File: src/rtl/pal_cfg_loader.sv
// ---------------------------------------------------------------------------
// pal_cfg_loader
//
// Purpose:
//   Streams one complete PAL configuration bitstream, received from a host
//   as bytes, into the serial CFG input of a PAL. The bitstream length is
//   L = 2*N*P + P*M bits. Bits are sent LSB first within each byte, and
//   bytes are sent in arrival order. After the last bit, the loader pulses
//   CFG_APPLY (the PAL EN input) and then pulses DONE.
//
// Parameters:
//   N  - number of PAL input variables
//   M  - number of PAL outputs
//   P  - number of PAL product stages
//
// Ports:
//   CLK        in   clock; all state changes on the rising edge
//   RES        in   synchronous active-high reset
//   START      in   request one full configuration stream (honoured in IDLE only)
//   DIN[7:0]   in   configuration byte from the host
//   DIN_VALID  in   DIN holds a valid byte
//   DIN_READY  out  the loader takes DIN this cycle (FETCH state)
//   CFG_OUT    out  serial configuration bit; 0 whenever CFG_SHIFT is 0
//   CFG_SHIFT  out  CFG_OUT is valid, and the PAL shifts one bit
//   CFG_APPLY  out  one-cycle strobe after the final bit
//   BUSY       out  high in every state except IDLE
//   DONE       out  one-cycle pulse in the cycle after CFG_APPLY
// ---------------------------------------------------------------------------
module pal_cfg_loader #(
    parameter int N = 8,
    parameter int M = 8,
    parameter int P = 16
) (
    input  logic       CLK,
    input  logic       RES,
    input  logic       START,
    input  logic [7:0] DIN,
    input  logic       DIN_VALID,
    output logic       DIN_READY,
    output logic       CFG_OUT,
    output logic       CFG_SHIFT,
    output logic       CFG_APPLY,
    output logic       BUSY,
    output logic       DONE
);

    localparam int L  = 2 * N * P + P * M;
    localparam int CW = $clog2(L + 1);
    localparam logic [CW-1:0] L_C = CW'(L);
    localparam logic [CW-1:0] ONE = CW'(1);

    typedef enum logic [1:0] {
        IDLE,
        FETCH,
        SHIFT,
        APPLY
    } state_t;

    state_t        r_state;
    logic [CW-1:0] r_cnt;      // bits streamed since START was accepted
    logic [2:0]    r_bit;      // bit position within the current byte
    // Holds the bits of the current byte that have not yet reached CFG_OUT.
    // The bit being presented now lives in r_out, so only 7 bits remain here.
    logic [6:0]    r_shreg;
    logic          r_ready;
    logic          r_out;
    logic          r_shift;
    logic          r_apply;
    logic          r_busy;
    logic          r_done;

    logic [CW-1:0] w_cnt_nxt;
    logic          w_last;

    assign w_cnt_nxt = r_cnt + ONE;
    // The current bit is the last one of this SHIFT burst when it is either
    // bit 7 of the byte or the final bit of the whole stream. The second case
    // drops the unused upper bits of a partial final byte.
    assign w_last    = (r_bit == 3'd7) || (w_cnt_nxt == L_C);

    // Every output is registered. Each transition below sets the outputs
    // that belong to the state being entered.
    always_ff @(posedge CLK) begin
        if (RES) begin
            r_state <= IDLE;
            r_cnt   <= '0;
            r_bit   <= '0;
            r_shreg <= '0;
            r_ready <= 1'b0;
            r_out   <= 1'b0;
            r_shift <= 1'b0;
            r_apply <= 1'b0;
            r_busy  <= 1'b0;
            r_done  <= 1'b0;
        end else begin
            r_done <= 1'b0;
            case (r_state)
                IDLE: begin
                    if (START) begin
                        r_cnt   <= '0;
                        r_ready <= 1'b1;
                        r_busy  <= 1'b1;
                        r_state <= FETCH;
                    end
                end
                FETCH: begin
                    if (DIN_VALID) begin
                        r_out   <= DIN[0];
                        r_shreg <= DIN[7:1];
                        r_bit   <= '0;
                        r_shift <= 1'b1;
                        r_ready <= 1'b0;
                        r_state <= SHIFT;
                    end
                end
                SHIFT: begin
                    r_cnt   <= w_cnt_nxt;
                    r_bit   <= r_bit + 3'd1;
                    r_shreg <= {1'b0, r_shreg[6:1]};
                    if (w_last) begin
                        r_shift <= 1'b0;
                        r_out   <= 1'b0;
                        if (w_cnt_nxt < L_C) begin
                            r_ready <= 1'b1;
                            r_state <= FETCH;
                        end else begin
                            r_apply <= 1'b1;
                            r_state <= APPLY;
                        end
                    end else begin
                        r_out <= r_shreg[0];
                    end
                end
                APPLY: begin
                    r_apply <= 1'b0;
                    r_busy  <= 1'b0;
                    r_done  <= 1'b1;
                    r_state <= IDLE;
                end
                default: begin
                    r_state <= IDLE;
                end
            endcase
        end
    end

    assign DIN_READY = r_ready;
    assign CFG_OUT   = r_out;
    assign CFG_SHIFT = r_shift;
    assign CFG_APPLY = r_apply;
    assign BUSY      = r_busy;
    assign DONE      = r_done;

endmodule

File: config.mk
export PLATFORM = sky130hd
export DESIGN_NAME = pal_cfg_loader
export DESIGN_NICKNAME = d
export VERILOG_FILES = /design/src/rtl/pal_cfg_loader.sv
export SDC_FILE = /design/constraint.sdc
export NUM_CORES = 1
export LEC_CHECK = 0
export BUFFER_PORTS_ARGS = -buffer_cell sky130_fd_sc_hd__buf_4
export CAP_MARGIN = 20
export CORE_ASPECT_RATIO = 0.7
export CORE_MARGIN = 2
export CORE_UTILIZATION = 40
export DETAILED_ROUTE_END_ITERATION = 8
export PLACE_DENSITY = 0.72
export SLEW_MARGIN = 20
export SYNTH_ARGS = -nofsm -noshare
export SYNTH_HDL_FRONTEND = slang
export SYNTH_SLANG_ARGS = --single-unit
File: constraint.sdc
create_clock -name CLK -period 2.08 [get_ports CLK]
set_clock_uncertainty 0.15 [all_clocks]
set_input_delay 0.312 -clock CLK [delete_from_list [all_inputs] [get_ports CLK]]
set_output_delay 0.312 -clock CLK [all_outputs]
set_load 0.02 [all_outputs]
Word-level counts from Yosys, hierarchy flattened:

Cells that the tools add are included.

* reduce and logical (&&, ||, !) cells: 14
* multiplexer cells: 27
* $lt $le $gt $ge: 1
* equality and inequality tests: 10
* $add $sub $neg: 2

Operators by type and width (count)
* $pmux 9 s2: 1
* $pmux 7 s2: 1
* $mux 1: 11
* $ne 2x2->1 const B: 5
* $add 9x1->9 const B: 1
* $eq 9x9->1 const B: 1
* $lt 9x9->1 const B: 1
* $mux 9: 1
* $reduce_and 3->1: 3
* $mux 2: 4
* $pmux 1 s2: 4
* $pmux 2 s4: 1
* $reduce_bool 2->1: 4
* $mux 7: 1
* $pmux 3 s2: 1
* $reduce_and 2->1: 3
* $reduce_and 5->1: 1
* $eq 2x2->1 const B: 2
* $add 3x1->3 const B: 1
* $eq 3x3->1 const B: 1
* $mux 3: 1
* $pmux 1 s3: 1
* $reduce_bool 3->1: 1
* $eq 2x1->1 const B: 1
* 2 further kinds: 2

* bits in registers: 27
* input bits: 12
* word-level logic and storage cells: 64
* output and inout bits: 6

Longest topological paths before layout:

* word-level depth: 5
* depth in mapped cells: 7
* mapped depth without buffers: 6

Worst setup path after synthesis:

Ideal clock, no wire load.

* kind: reg-to-reg
* from: reg r_cnt[0]
* to: reg r_out (netlist: CFG_OUT)
* setup time: 132 ps
* required time: 1798 ps
* setup slack: 126 ps
* clock period less this slack: 1954 ps
* stages on the path, launching flop included: 8
* arrival time: 1672 ps
* path buffers: 1
* cell sequence: dfxtp_1 > ha_1 > clkbuf_1 > nand3_1 > xor2_1 > o211ai_1 > o41ai_1 > a21oi_1

* cells in the longest elaborated chain, start to end: 5

RTL lines
* from (decl): RTL line 60 `logic [CW-1:0] r_cnt;`
* from (signal assigned): RTL line 117 `r_cnt <= w_cnt_nxt;`
* $add 9x1->9: RTL line 75 `assign w_cnt_nxt = r_cnt + ONE;`
* $eq 9x9->1: RTL line 79 `assign w_last = (r_bit == 3'd7) || (w_cnt_nxt == L_C);`
* $logic_or 1x1->1: RTL line 79
* $mux 1: RTL line 120 `if (w_last) begin`
* $pmux 1 s2: RTL line 97 `case (r_state)`
* to (signal assigned): RTL line 108 `r_out <= DIN[0];`
* to (signal assigned): RTL line 131 `r_out <= r_shreg[0];`
* to (decl): RTL line 66 `logic r_out;`

No other way between the ends.
A chain may end at the register's enable or synchronous reset.

Final worst setup path:

* from: reg r_cnt[0]
* to: reg r_apply (netlist: CFG_APPLY)

* cells in the longest elaborated chain, start to end: 5
* elaborated cells between the ends (all ways): 7
* classes of those cells: add/sub (1); order compare (1); eq/ne (3); reduce/logical (2)

RTL lines
* $add 9x1->9 *: RTL line 75
* branches (longest 3 deep; another with $lt 9x9->1)
* $reduce_and 3->1 (no source line) *
* to (signal assigned): RTL line 92 `r_apply <= 1'b0;`
* to (signal assigned): RTL line 127 `r_apply <= 1'b1;`
* to (signal assigned): RTL line 135 `r_apply <= 1'b0;`
* to (decl): RTL line 68 `logic r_apply;`

Every way passes the cells marked *.

==> flow_summary_export.csv <==
group,metric,value,unit
outcome,run_status,"finished, final reports clean",
global_routing,antenna_found_initial,0,
global_routing,grt_overflow_total,0,
detailed_routing,dr.pass1.iters,4,
final_layout,nets,221,
setup_path,slowest_stage,"dfxtp_1",
cts,insertion_delay,0.27,ns
cts,htreeDepth,1,
synth,syn_area_per_cell,7.918,um2
power_and_ir_drop,powerDensity,590.9,nW/um2
final_layout,area_growth,14.90,%
detailed_routing,drtIter0Drc,154,
final_layout,diodes,0,
setup_path,r2r-start,"r_cnt[0]",
cts,cts-buffers-inserted,3,
cts,clkTransAtPathRegs,0.09,ns
global_routing,grt_pass1_wl,5.533,mm
global_routing,grt_use_met3,0.05519,
global_routing,met2_usage,0.1983,
place,portBuffers,17,
sta,fin_crit,1.962,ns
setup_path,crit_start,"r_cnt[0]",
synth,synth_nets,208,
floorplan,core_area,3581,um2
global_routing,first_global_vias,1115,
setup_path,worst_setup_path_start_kind,"flip-flop",
detailed_routing,finalWirelength,3.291,mm
setup_path,crit_buf_inv,1,
cts,cts.sinks,27,
cts,tritoncts,"built",
setup_path,slowest_delay,0.38,ns
synth,synth_edf_count,0,
detailed_routing,viasPerCell,5.429,
detailed_routing,post_drt_wl_per_cell,12.96,um
hold_path,hp-start,"DIN[3]",
place,gp_congestion,0.8784,
synth,yosysWarnings,0,
final_layout,fillers,353,
setup_path,cp-end-kind,"flip-flop",
floorplan,dieWidth,77.69,um
detailed_routing,drc,0,
floorplan,start_util,0.4245,
sta,fmax,509.7,MHz
synth,ys_seq_elements,27,
floorplan,fp-row-count,18,
setup_path,critPathKind,"reg2reg",
global_routing,busiest_layer,"met1",
sta,worst_slew_pin_slew,0.5845,ns
sta,drv_slew,0,
cts,clockRootBuffer,"clkbuf_8",
synth,seq_area_frac_synth,0.3556,
place,preCtsSetupSlack,0.1183,ns
run,cap_violations,0,
place,hpwl,2.376,mm
power_and_ir_drop,total_power,1.032,mW
detailed_routing,route.vias.total,1379,
hold_path,hold_path_class,"in2reg",
global_routing,grt_max_degree,30,
cts,cts_hold_buf,0,
setup_path,path_cells,"buf_4 -> and2_0 -> nand4_1 -> xnor2_1 -> nor3_2 -> a41o_1",
power_and_ir_drop,ir_drop,0.2745,mV
sta,hold_viol_final,0,
power_and_ir_drop,leakage,0.6818,nW
setup_path,crit_family,"simple AND/OR/NAND/NOR gates",
synth,syn-cell-area,1520,um2
sta,post-route-period-util,0.9432,
setup_path,cp_max_fo,6,
setup_path,rrSetupSlack,0.12,ns
global_routing,track_usage,0.1634,
synth,synth-main-ff-cell,"dfxtp_1",
floorplan,dieHeight,55.58,um
sta,relSlewSlack,0.6095,
detailed_routing,drtAntennaViolNets,0,
sta,tns,0,ns
sta,final-setup-viol-count,0,
floorplan,dieArea,4318,um2
synth,async_reset_ff_frac,0,
final_layout,drive_gt1_frac,0.1912,
sta,setup_ws,0.1181,ns
synth,synth_cells,192,
cts,cts_buffer_depth,2,
global_routing,grtUsageMet1,0.2593,
synth,ys_types,41,
setup_path,worstPathArrival,1.99,ns
setup_path,cp_data_required_time,2.11,ns
floorplan,ios,18,
registers in the layout, summed over array words and instances (netlist names), 2 cells and up:
signal,flops
r_shreg,7
r_bit,3
r_cnt,9
r_state,2
worst register-to-register path, cell delays in order, from the launching register on:
cell and delay [ns]:
dfxtp_1 0.38, buf_4 0.16, and2_0 0.28, nand4_1 0.17, xnor2_1 0.38, nor3_2 0.10, a41o_1 0.24
cell families after synthesis:
family / count (synthesis) / synth area share
flops: 27 / 0.3556
compound gates: 51 / 0.2354
mux: 4 / 0.02963
xor+xnor: 3 / 0.01729
buf+inv: 18 / 0.05844
fa+ha+maj: 4 / 0.03292
simple gates: 85 / 0.2708
Yosys cell counts (2+ instances only):
master / instances / area (um2)
nand3_1: 6 / 30.03
nand2b_1: 7 / 43.79
buf_2: 2 / 10.01
and2_0: 2 / 12.51
ha_1: 4 / 50.05
nor2b_1: 6 / 37.54
mux2_2: 4 / 45.04
clkbuf_1: 11 / 41.29
nor2_1: 25 / 93.84
o21ai_0: 4 / 20.02
o21bai_1: 2 / 15.01
dfxtp_1: 27 / 540.5
xnor2_1: 2 / 17.52
a31oi_1: 4 / 25.02
nor3_1: 4 / 20.02
nand2_1: 25 / 93.84
nand4_1: 2 / 12.51
a22oi_1: 8 / 60.06
o31ai_1: 2 / 15.01
buf_1: 2 / 7.510
o211ai_1: 2 / 15.01
and3_1: 2 / 12.51
a21oi_1: 13 / 65.06
buf_6: 2 / 22.52
a311oi_1: 8 / 70.07
cell usage in the layout, fill, tap and decap left out, types with 3 or more instances in the layout:
| master | instances |
|---|---|
| o21ai_0 | 4 |
| nand2b_1 | 7 |
| nor2_1 | 25 |
| mux2_2 | 4 |
| ha_1 | 3 |
| nor3_1 | 4 |
| nor2b_1 | 6 |
| a311oi_1 | 8 |
| a21oi_1 | 13 |
| clkbuf_8 | 3 |
| nand2_1 | 25 |
| a22oi_1 | 8 |
| a31oi_1 | 4 |
| dfxtp_1 | 27 |
| nand3_1 | 6 |
| buf_4 | 26 |
final timing paths:
path                            depth (start not counted)         end
worst max-delay path                                    6   CFG_APPLY
worst min register to register                          2  r_shreg[3]
worst min-delay path                                    3  r_shreg[2]
worst max register to register                          6   CFG_APPLY
report_power, final:
part	internal, mW	switching, mW	total [mW]
clock	0.138	0.165	0.302
combinational	0.0719	0.0902	0.162
sequential	0.543	0.0243	0.568
total	0.753	0.279	1.03
metrics by stage:
step             util  cell area (um2)  hold slack (ns)  instances
4_1_cts        0.4843             1734           0.1502        254
5_1_grt        0.4878             1747           0.1498        254
6_report       0.4878             1747           0.1549        254
3_5_place_dp   0.4717             1689           0.3205        250
2_1_floorplan       -             1520           0.3052        192
3_3_place_gp   0.4717             1689           0.3168        250
final cells by class:
cell class / instances / area, um2 / area share
Tap cell: 50 / 62.56 / 0.03582
Timing Repair Buffer: 26 / 195.2 / 0.1117
Sequential cell: 27 / 540.5 / 0.3095
Clock buffer: 4 / 45.04 / 0.02579
Multi-Input combinational cell: 147 / 903.4 / 0.5172
per-layer routing:
metal  up-vias  routed length [um]
met4         0                  33
li1        710                   -
met5         -                   0
met3         5                 256
met2        49                1245
met1       615                1755
repair_timing:
action | 4_1_cts | 5_1_grt
buffers inserted | 0 | 0
setup endpoints to repair | 0 | 3
resized for setup | 0 | 2
Power figures use the tool's default switching activity.
